$ cat src/rtl/spi_seq_pkg.sv
// rtl/spi_seq_pkg.sv - shared types and field positions for the SPI register sequencer
package spi_seq_pkg;

    localparam int BYTE_W = 8;
    localparam int ADDR_W = 4;
    localparam int CNT_W  = 3;

    // Command byte layout: {rw, len-1[2:0], start_addr[3:0]}
    localparam int CMD_RW_BIT  = 7;
    localparam int CMD_LEN_HI  = 6;
    localparam int CMD_LEN_LO  = 4;
    localparam int CMD_ADDR_HI = 3;
    localparam int CMD_ADDR_LO = 0;

    typedef enum logic [1:0] {
        ST_CMD   = 2'd0,
        ST_TURN  = 2'd1,
        ST_WDATA = 2'd2,
        ST_RDATA = 2'd3
    } seq_state_e;

endpackage

$ cat src/rtl/spi_byte_shifter.sv
// rtl/spi_byte_shifter.sv - bit counter, MOSI receive shifter and MISO transmit shifter
//  spi_clk_i   : SPI clock, all state on posedge
//  rst_i       : synchronous active-high reset
//  spi_mosi_i  : serial input, MSB first
//  tx_load_i   : load tx_data_i into the transmit shifter instead of shifting
//  tx_data_i   : parallel byte for the transmit shifter
//  byte_done_o : high during the cycle whose posedge completes a byte
//  rx_byte_o   : completed byte including the bit sampled on this edge
//  bit_cnt_o   : current bit position 0..7
//  tx_msb_o    : registered MISO bit
module spi_byte_shifter
    import spi_seq_pkg::*;
(
    input  logic              spi_clk_i,
    input  logic              rst_i,
    input  logic              spi_mosi_i,
    input  logic              tx_load_i,
    input  logic [BYTE_W-1:0] tx_data_i,
    output logic              byte_done_o,
    output logic [BYTE_W-1:0] rx_byte_o,
    output logic [CNT_W-1:0]  bit_cnt_o,
    output logic              tx_msb_o
);

    logic [CNT_W-1:0]  bit_cnt_q;
    logic [BYTE_W-1:0] rx_sr_q;
    logic [BYTE_W-1:0] tx_sr_q;

    always_ff @(posedge spi_clk_i) begin
        if (rst_i) begin
            bit_cnt_q <= '0;
            rx_sr_q   <= '0;
            tx_sr_q   <= '0;
        end else begin
            bit_cnt_q <= bit_cnt_q + 1'b1;
            rx_sr_q   <= {rx_sr_q[BYTE_W-2:0], spi_mosi_i};
            if (tx_load_i) begin
                tx_sr_q <= tx_data_i;
            end else begin
                tx_sr_q <= {tx_sr_q[BYTE_W-2:0], 1'b0};
            end
        end
    end

    assign byte_done_o = &bit_cnt_q;
    assign rx_byte_o   = {rx_sr_q[BYTE_W-2:0], spi_mosi_i};
    assign bit_cnt_o   = bit_cnt_q;
    assign tx_msb_o    = tx_sr_q[BYTE_W-1];

endmodule

$ cat src/rtl/spi_reg_sequencer.sv
// rtl/spi_reg_sequencer.sv - SPI command decoder running burst register reads/writes
//  spi_clk/rst          : clock and synchronous active-high reset
//  spi_mosi/spi_miso    : serial data in/out, MSB first
//  reg_addr             : registered register address
//  reg_wr_en/wr_data    : one-cycle write strobe and its data
//  reg_rd_data          : combinational read of reg_addr
//  busy/txn_done/err    : activity flag, end-of-burst pulse, sticky error
module spi_reg_sequencer
    import spi_seq_pkg::*;
#(
    parameter int          NUM_REGS = 16,
    parameter logic [15:0] RO_MASK  = 16'h0000
) (
    input  logic              spi_clk,
    input  logic              rst,
    input  logic              spi_mosi,
    output logic              spi_miso,
    output logic [ADDR_W-1:0] reg_addr,
    output logic              reg_wr_en,
    output logic [BYTE_W-1:0] reg_wr_data,
    input  logic [BYTE_W-1:0] reg_rd_data,
    output logic              busy,
    output logic              txn_done,
    output logic              err
);

    localparam logic [ADDR_W-1:0] LAST_ADDR = ADDR_W'(NUM_REGS - 1);

    function automatic logic [ADDR_W-1:0] addr_next(input logic [ADDR_W-1:0] a);
        return (a == LAST_ADDR) ? '0 : a + 1'b1;
    endfunction

    function automatic logic addr_valid(input logic [ADDR_W-1:0] a);
        return 32'(a) < 32'(NUM_REGS);
    endfunction

    seq_state_e        state_q, state_d;
    logic [2:0]        rem_q, rem_d;
    logic [ADDR_W-1:0] addr_q, addr_d;
    logic              wr_en_q, wr_en_d;
    logic [BYTE_W-1:0] wr_data_q, wr_data_d;
    logic              done_q, done_d;
    logic              err_q, err_d;
    logic              inc_pend_q, inc_pend_d;

    logic              byte_done;
    logic [BYTE_W-1:0] rx_byte;
    logic [CNT_W-1:0]  bit_cnt;
    logic              tx_load;
    logic [BYTE_W-1:0] tx_data;
    logic              rd_ok;
    logic              wr_ok;

    spi_byte_shifter u_shifter (
        .spi_clk_i   (spi_clk),
        .rst_i       (rst),
        .spi_mosi_i  (spi_mosi),
        .tx_load_i   (tx_load),
        .tx_data_i   (tx_data),
        .byte_done_o (byte_done),
        .rx_byte_o   (rx_byte),
        .bit_cnt_o   (bit_cnt),
        .tx_msb_o    (spi_miso)
    );

    assign rd_ok = addr_valid(addr_q);
    assign wr_ok = addr_valid(addr_q) && !RO_MASK[addr_q];

    always_ff @(posedge spi_clk) begin
        if (rst) begin
            state_q    <= ST_CMD;
            rem_q      <= '0;
            addr_q     <= '0;
            wr_en_q    <= 1'b0;
            wr_data_q  <= '0;
            done_q     <= 1'b0;
            err_q      <= 1'b0;
            inc_pend_q <= 1'b0;
        end else begin
            state_q    <= state_d;
            rem_q      <= rem_d;
            addr_q     <= addr_d;
            wr_en_q    <= wr_en_d;
            wr_data_q  <= wr_data_d;
            done_q     <= done_d;
            err_q      <= err_d;
            inc_pend_q <= inc_pend_d;
        end
    end

    always_comb begin
        state_d    = state_q;
        rem_d      = rem_q;
        addr_d     = addr_q;
        wr_en_d    = 1'b0;
        wr_data_d  = wr_data_q;
        done_d     = 1'b0;
        err_d      = err_q;
        inc_pend_d = 1'b0;
        tx_load    = 1'b0;
        tx_data    = '0;

        // Write bursts hold the address through the strobe cycle, then step.
        if (inc_pend_q) begin
            addr_d = addr_next(addr_q);
        end

        if (byte_done) begin
            // Reloading zero at every non-read boundary keeps MISO low outside RDATA.
            tx_load = 1'b1;
            unique case (state_q)
                ST_CMD: begin
                    rem_d   = rx_byte[CMD_LEN_HI:CMD_LEN_LO];
                    addr_d  = rx_byte[CMD_ADDR_HI:CMD_ADDR_LO];
                    state_d = rx_byte[CMD_RW_BIT] ? ST_WDATA : ST_TURN;
                end
                ST_TURN: begin
                    state_d = ST_RDATA;
                    tx_data = rd_ok ? reg_rd_data : '0;
                    if (!rd_ok) err_d = 1'b1;
                    // Reads prefetch: reg_addr points at the byte loaded next.
                    if (rem_q != 3'd0) addr_d = addr_next(addr_q);
                end
                ST_WDATA: begin
                    wr_data_d = rx_byte;
                    if (wr_ok) begin
                        wr_en_d = 1'b1;
                    end else begin
                        err_d = 1'b1;
                    end
                    if (rem_q == 3'd0) begin
                        state_d = ST_CMD;
                        done_d  = 1'b1;
                    end else begin
                        rem_d      = rem_q - 1'b1;
                        inc_pend_d = 1'b1;
                    end
                end
                ST_RDATA: begin
                    if (rem_q == 3'd0) begin
                        state_d = ST_CMD;
                        done_d  = 1'b1;
                    end else begin
                        rem_d   = rem_q - 1'b1;
                        tx_data = rd_ok ? reg_rd_data : '0;
                        if (!rd_ok) err_d = 1'b1;
                        if (rem_q != 3'd1) addr_d = addr_next(addr_q);
                    end
                end
            endcase
        end
    end

    assign reg_addr    = addr_q;
    assign reg_wr_en   = wr_en_q;
    assign reg_wr_data = wr_data_q;
    assign txn_done    = done_q;
    assign err         = err_q;
    assign busy        = (state_q != ST_CMD) || (bit_cnt != '0);

endmodule

$ cat config.mk
export PLATFORM = sky130hd
export DESIGN_NAME = spi_reg_sequencer
export DESIGN_NICKNAME = d
export VERILOG_FILES = /design/src/rtl/spi_seq_pkg.sv /design/src/rtl/spi_byte_shifter.sv /design/src/rtl/spi_reg_sequencer.sv
export SDC_FILE = /design/constraint.sdc
export NUM_CORES = 1
export LEC_CHECK = 0
export BUFFER_PORTS_ARGS = -buffer_cell sky130_fd_sc_hd__buf_4
export CAP_MARGIN = 20
export CORE_MARGIN = 5
export CORE_UTILIZATION = 55
export DETAILED_ROUTE_END_ITERATION = 6
export PLACE_DENSITY = 0.78
export SYNTH_ARGS = -nofsm -noshare
export SYNTH_HDL_FRONTEND = slang
export SYNTH_SLANG_ARGS = --single-unit
$ cat constraint.sdc
create_clock -name spi_clk -period 2.35 [get_ports spi_clk]
set_input_delay 0.5875 -clock spi_clk [delete_from_list [all_inputs] [get_ports spi_clk]]
set_output_delay 0.5875 -clock spi_clk [all_outputs]
set_load 0.01 [all_outputs]
Word level (Yosys, flattened, before mapping)
Memory sizes are Yosys's and may differ from the RTL's. A register that Yosys moved wholly into a read port is not among the register bits.
Cells that the tools add are included.
{"block": "classes", "n_addsub": 3, "mul": 0, "div_mod_pow": 0, "n_lt_le_gt_ge": 1, "eq_ne": 7, "shifts": 0, "mux": 22, "bitwise": 4, "reduce_logical": 16}
{"op": "$mux 4", "count": 7}
{"op": "$mux 8", "count": 3}
{"op": "$pmux 8 s2", "count": 1}
{"op": "$pmux 4 s3", "count": 1}
{"op": "$reduce_and 5->1", "count": 2}
{"op": "$reduce_or 3->1", "count": 3}
{"op": "$reduce_and 4->1", "count": 2}
{"op": "$pmux 2 s3", "count": 1}
{"op": "$pmux 3 s2", "count": 1}
{"op": "$reduce_bool 3->1", "count": 2}
{"op": "$lt 4x5->1 const B", "count": 1}
{"op": "$mux 1", "count": 5}
{"op": "$add 4x1->4 const B", "count": 1}
{"op": "$eq 2x2->1 const B", "count": 2}
{"op": "$eq 4x4->1 const B", "count": 1}
{"op": "$mux 2", "count": 2}
{"op": "$not 1->1", "count": 4}
{"op": "$reduce_bool 2->1", "count": 2}
{"op": "$add 3x1->3 const B", "count": 1}
{"op": "$logic_not 3->1", "count": 1}
{"op": "$mux 3", "count": 1}
{"op": "$ne 3x1->1 const B", "count": 1}
{"op": "$reduce_and 3->1", "count": 1}
{"op": "$sub 3x1->3 const B", "count": 1}
{"op": "6 further kinds", "count": 6}
{"block": "word_totals", "reg_bits": 39, "latch_bits": 0, "mem_bits_rw": 0, "rom_bits": 16, "inputBits": 11, "output_inout_bits": 17, "wordCells": 66, "memories": 1}
{"name": "(name not given)", "depth": 16, "width": 1, "rd": 1, "rd_ports_with_merged_regs": 1, "write_ports": 0, "line": "spi_reg_sequencer.sv:67", "source": "assign wr_ok = addr_valid(addr_q) && !RO_MASK[addr_q];"}

Depth between registers and ports, before layout
{"block": "depth", "depth_word": 8, "depth_mapped": 7, "mapped_depth_nobuf": 7}

Cells and area by module
Synthesis repeated with hierarchy kept, for this count alone.
{"block": "hier_totals", "cells_unflattened": 209, "area_unflattened_um2": 1804.2}
{"module": "spi_reg_sequencer", "instances": 1, "cells_each": 161, "area_per_inst_um2": 1219.9, "seq_area_each_um2": 400.4}
{"module": "spi_byte_shifter", "instances": 1, "cells_each": 48, "area_per_inst_um2": 584.3, "seq_area_each_um2": 360.3}

Least setup slack after synthesis
OpenSTA, ideal clock, no wires.
{"block": "synth_timing", "path_type": "register -> register", "start": "register rem_q[0]", "end": "register addr_q[1] (netlist: reg_addr[1])", "setup_ns": 0.103, "arrival_ns": 1.612, "required_time_ns": 2.247, "path_slack_ns": 0.635, "stages_incl_launch_ff": 8, "path_buffers": 0, "synth_period_minus_slack_ns": 1.715, "cell_sequence": "dfxtp_1 -> inv_1 -> ha_1 -> or3b_4 -> mux2i_1 -> a21oi_1 -> nor2_1 -> a2111oi_2"}
{"block": "synth_between", "elab_chain_len": 5, "elab_cells_between_ends": 8, "cone_classes": "eq/ne (1); mux (5); reduce/logical (2)"}
{"item": "from (decl)", "line": "spi_reg_sequencer.sv:38", "source": "logic [2:0] rem_q, rem_d;"}
{"item": "from (signal assigned)", "line": "spi_reg_sequencer.sv:81", "source": "rem_q <= rem_d;"}
{"item": "$ne 3x1->1", "line": "spi_reg_sequencer.sv:147", "source": "if (rem_q != 3'd1) addr_d = addr_next(addr_q);"}
{"item": "$mux 4", "line": "spi_reg_sequencer.sv:147"}
{"item": "$mux 4", "line": "spi_reg_sequencer.sv:140", "source": "if (rem_q == 3'd0) begin"}
{"item": "$pmux 4 s3 (*)", "line": "spi_reg_sequencer.sv:111", "source": "unique case (state_q)"}
{"item": "$mux 4 (*)", "line": "spi_reg_sequencer.sv:108", "source": "if (byte_done) begin"}
{"item": "to (signal assigned)", "line": "spi_reg_sequencer.sv:82", "source": "addr_q <= addr_d;"}
{"item": "to (decl)", "line": "spi_reg_sequencer.sv:39", "source": "logic [ADDR_W-1:0] addr_q, addr_d;"}
Every way passes the cells marked *; elsewhere a longest branch is shown, timed or not.
A chain may end at the register's enable or synchronous reset.

Worst setup path after layout
{"block": "layout_timing", "start": "register state_q[1]", "end": "output busy"}
{"block": "layout_between", "elab_chain_len": 2}
{"item": "from (decl)", "line": "spi_reg_sequencer.sv:37", "source": "seq_state_e state_q, state_d;"}
{"item": "from (signal assigned)", "line": "spi_reg_sequencer.sv:80", "source": "state_q <= state_d;"}
{"item": "$reduce_bool 2->1", "line": "spi_reg_sequencer.sv:159", "source": "assign busy = (state_q != ST_CMD) || (bit_cnt != '0);"}
{"item": "$logic_or 1x1->1", "line": "spi_reg_sequencer.sv:159"}
{"item": "to (decl)", "line": "spi_reg_sequencer.sv:22", "source": "output logic busy,"}
Every way passes these cells.

==> impl_table.tex <==
\begin{tabular}{lr}
\hline
Metric & Value \\
\hline
\multicolumn{2}{l}{\textbf{Run status}} \\
\quad Status & finished clean \\
\multicolumn{2}{l}{\textbf{Setup path}} \\
\quad Critical path capture point & busy \\
\quad Endpoint of the lowest-slack register-to-register path & u\_shifter.tx\_sr\_q[4] \\
\quad Kind of end point of the critical path & output pin \\
\quad Crit-path slowest cell & sky130\_fd\_sc\_hd\_\_dfxtp\_1 \\
\quad Peak per-stage delay on the critical path & 710 ps \\
\quad Reg2reg path depth & 6 \\
\quad Critical path startpoint & state\_q[1] \\
\quad Required time of the critical path & $\sim$1800 ps \\
\quad Startpoint class of the critical path & flop \\
\quad Reg-to-reg critical path startpoint & u\_shifter.bit\_cnt\_o[0] \\
\quad Register-to-register setup slack & $\sim$400 ps \\
\quad Data arrival time of the worst path & between 1000 and 1500 ps \\
\quad Highest net fanout along the worst path & 20 \\
\quad Worst-path cell chain & nor2\_1 -> nand3b\_1 -> buf\_4 \\
\quad Setup CP Type & reg2out \\
\multicolumn{2}{l}{\textbf{Cells and area}} \\
\quad Most common cell after layout, fill and taps aside & sky130\_fd\_sc\_hd\_\_dfxtp\_1 \\
\quad Commonest cells after routing, fill and taps aside & sky130\_fd\_sc\_hd\_\_dfxtp\_1 (38), sky130\_fd\_sc\_hd\_\_nor2\_1 (28), sky130\_fd\_sc\_hd\_\_buf\_4 (26), sky130\_fd\_sc\_hd\_\_nor2b\_1 (20), sky130\_fd\_sc\_hd\_\_a21oi\_1 (16) \\
\quad Fraction of layout instances using a drive strength above 1 & 0.187 \\
\quad Post-layout instance count excluding filler cells & $\sim$260 \\
\quad Layout fillers & roughly 270 \\
\quad \# nets final & 237 \\
\quad Number of antenna cells inserted & 0 \\
\quad Area Overhead vs Synth & 16.3\% \\
\multicolumn{2}{l}{\textbf{STA}} \\
\quad Final count of negative-setup-slack endpoints & 0 \\
\quad Final period demand of the worst path & 2030 ps \\
\quad Unrepaired setup endpoints after global routing & false \\
\quad Headroom to the max-slew limit & 0.603 \\
\quad Final setup TNS & 0 ps \\
\quad Fin. max-slew vios & 0 \\
\quad Maximum clock skew at final layout & around 8.5 ps \\
\quad Final critical-path share of the clock period & 0.862 \\
\quad Peak Freq & 493 MHz \\
\quad Worst Max-Slew Pin Slew & 594 ps \\
\quad Number of hold violations in the final report & 0 \\
\multicolumn{2}{l}{\textbf{Power and ir drop}} \\
\quad Power share of the combinational group & 0.052 \\
\quad Fraction of power spent switching nets & 0.208 \\
\quad Internal & 0.932 mW \\
\quad Power dissipated by switching net loads & between 0.2 and 0.25 mW \\
\quad Part of the power in registers & 0.567 \\
\quad Power per standard cell area & roughly 580 mW/mm\^{}2 \\
\quad Clock share of power & 0.381 \\
\quad Lkg Pwr & 0.802 nW \\
\quad Highest ir drop seen on vdd & around 0.35 mV \\
\multicolumn{2}{l}{\textbf{Floorplan}} \\
\quad Die width & about 67 microns \\
\quad Die Area & 0.00443 sq mm \\
\quad Placeable core region & approximately 0.003 sq mm \\
\quad Top Ports & 28 \\
\quad Vertical die dimension & around 67 microns \\
\quad Row count & 20 \\
\quad Initial cell density of the core & 0.576 \\
\multicolumn{2}{l}{\textbf{Global route}} \\
\quad GR Util All Layers & 0.178 \\
\quad Largest net degree at the start of global routing & 38 \\
\quad First-pass GRT wire length & 6020 microns \\
\quad Gr ovfl total & 0 \\
\quad Antenna violations before repair & 0 \\
\quad Via count of the first global-routing pass & about 1400 \\
\multicolumn{2}{l}{\textbf{Synthesis}} \\
\quad Share of synthesized registers carrying an async set or reset & 0 \\
\quad Commonest register cell after synthesis & sky130\_fd\_sc\_hd\_\_dfxtp\_1 \\
\quad Cell count after synthesis & roughly 200 \\
\quad \#FFs+latches synth & 38 \\
\quad Distinct cell type count after synthesis & 44 \\
\quad Post-Synthesis Net Count & around 220 \\
\quad Post-synthesis sequential area ratio & 0.432 \\
\quad Number of flops mapped to enable cells by yosys & 0 \\
\quad Mean Syn Cell Area & approximately 8.9 sq um \\
\quad Number of warnings reported in the yosys synthesis log & 0 \\
\quad Netlist area before placement & roughly 0.0018 sq mm \\
\multicolumn{2}{l}{\textbf{Flow run}} \\
\quad Number of violations of the max-capacitance limit & 0 \\
\multicolumn{2}{l}{\textbf{Placement}} \\
\quad Placed insts & roughly 260 \\
\quad Buffers on Ports & 26 \\
\quad DP HPWL & roughly 2600 microns \\
\quad Weighted congestion reported at the end of routability-driven placement & between 0.8 and 0.9 \\
\multicolumn{2}{l}{\textbf{Route}} \\
\quad DRC errors left & 0 \\
\quad Total iterations of the first detailed-routing run & 4 \\
\quad Detailed router's first-iteration violation count & a little over 80 \\
\quad Post-DRT Antenna Nets & 0 \\
\quad Detailed Route WL & 3470 microns \\
\quad Routed wire per std cell & roughly 13 microns \\
\quad Vias per std cell & roughly 5.3 \\
\quad Total number of vias & about 1400 \\
\multicolumn{2}{l}{\textbf{Clocking}} \\
\quad Largest buffer count on any clock path & 2 \\
\quad Clock transition at the registers of the reported paths & 100 ps \\
\quad Sink count of the clock tree & 38 \\
\quad Clock tree from TritonCTS & built \\
\quad Source-to-sink clock delay at the later pin of the worst-skew pair & $\sim$330 ps \\
\quad Inserted Clock Buffers & 5 \\
\quad Number of post-CTS setup repair buffers & 0 \\
\quad CTS root buf & sky130\_fd\_sc\_hd\_\_clkbuf\_4 \\
\quad H-tree depth & 2 \\
\multicolumn{2}{l}{\textbf{Min path}} \\
\quad Class of the tightest hold or removal check & reg2reg \\
\hline
\end{tabular}
## final cells by class
type	count	area (sq um)	area share
repair buffers	26	195	0.0954
inverters	6	22.5	0.0110
clock inverters	1	30.0	0.0147
clock buffers	6	51.3	0.0251
multi-input cells	142	931	0.455
well taps	44	55.1	0.0269
flip-flops and latches	38	761	0.372
## worst min-delay path by stage
| stage | startpoint | end | slack (ps) | cells after the start |
|---|---|---|---|---|
| final | u_shifter.bit_cnt_o[0] | u_shifter.bit_cnt_o[0] | 480 | 1 |
| after global routing | reg_rd_data[6] | u_shifter.tx_sr_q[6] | 480 | 3 |
| after CTS | reg_rd_data[5] | u_shifter.tx_sr_q[5] | 470 | 3 |
| after detailed placement | u_shifter.bit_cnt_o[0] | u_shifter.bit_cnt_o[0] | 450 | 1 |
| after global placement | u_shifter.bit_cnt_o[0] | u_shifter.bit_cnt_o[0] | 450 | 1 |
| after floorplan | u_shifter.bit_cnt_o[0] | u_shifter.bit_cnt_o[0] | 430 | 1 |
## power by group through the flow
stage	combinational [mW]	clock, mW	sequential [mW]
floorplan	0.0435	0	0.675
global placement	0.0600	0	0.681
detailed placement	0.0617	0	0.681
CTS	0.0619	0.462	0.667
global route	0.0707	0.494	0.670
finish	0.0616	0.448	0.667
## flip-flops by register name (all words and copies together), names as in the netlist
register and flops:
reg_wr_data 8, u_shifter.tx_sr_q 8, u_shifter.rx_sr_q 7, reg_addr 4, rem_q 3, u_shifter.bit_cnt_o 3
state_q 2, inc_pend_q 1, reg_wr_en 1, txn_done 1
## metrics by stage
step | total power, mW | utilization | hold slack, ps | instance area [sq um] | setup WS, ps
after CTS | 1.19 | 0.669 | 468 | 2040 | 245
after detailed placement | 0.743 | 0.642 | 452 | 1960 | 278
after global routing | 1.23 | 0.670 | 480 | 2050 | 150
final | 1.18 | 0.670 | 478 | 2050 | 323
after global placement | 0.741 | 0.642 | 445 | 1960 | 338
after floorplan | 0.718 | - | 430 | 1760 | 635
## cell families (layout without fill, tap and decap cells)
logic type / count (synthesis) / after routing / synth area share
AO/OA/AOI/OAI: 36 / 36 / 0.137
XOR/XNOR: 2 / 2 / 0.00996
adder cells (fa/ha/maj): 7 / 7 / 0.0498
buffers and inverters: 17 / 39 / 0.0405
flip-flops: 38 / 38 / 0.432
multiplexers: 13 / 13 / 0.0740
other: 1 / 1 / 0.00213
AND/OR/NAND/NOR: 83 / 83 / 0.254
## synth_stat cells, types with 3 or more instances
master,n,area share
sky130_fd_sc_hd__nand2_1,9,0.019
sky130_fd_sc_hd__nor2_1,28,0.060
sky130_fd_sc_hd__clkbuf_1,6,0.013
sky130_fd_sc_hd__nand2b_1,4,0.014
sky130_fd_sc_hd__dfxtp_1,38,0.43
sky130_fd_sc_hd__nor3b_1,3,0.013
sky130_fd_sc_hd__nand3_1,3,0.0085
sky130_fd_sc_hd__buf_2,3,0.0085
sky130_fd_sc_hd__inv_1,6,0.013
sky130_fd_sc_hd__o21ai_0,4,0.011
sky130_fd_sc_hd__mux2i_1,13,0.074
sky130_fd_sc_hd__a21oi_1,17,0.048
sky130_fd_sc_hd__ha_1,7,0.050
sky130_fd_sc_hd__nor2b_1,20,0.071
## worst max-delay path: cells and delay by family (launching register included)
kind / cells / cell delay [ps]
flip-flops: 1 / 710
AND/OR/NAND/NOR: 2 / 270
buffers and inverters: 1 / 120
## timing repair
item | in CTS | in global routing
endpoints found under the setup margin | 0 | 6
gates resized for setup | 0 | 1
hold buffers | 0 | 0
## metal layers
metal  up-vias  GRT usage  part of all wire
li1        712          -                 -
met4         0     0.0685             0.013
met3         5     0.0438             0.049
met2        37      0.290              0.49
met5         -          0                 0
met1       651      0.224              0.45
(Power assumes the default switching activity.)
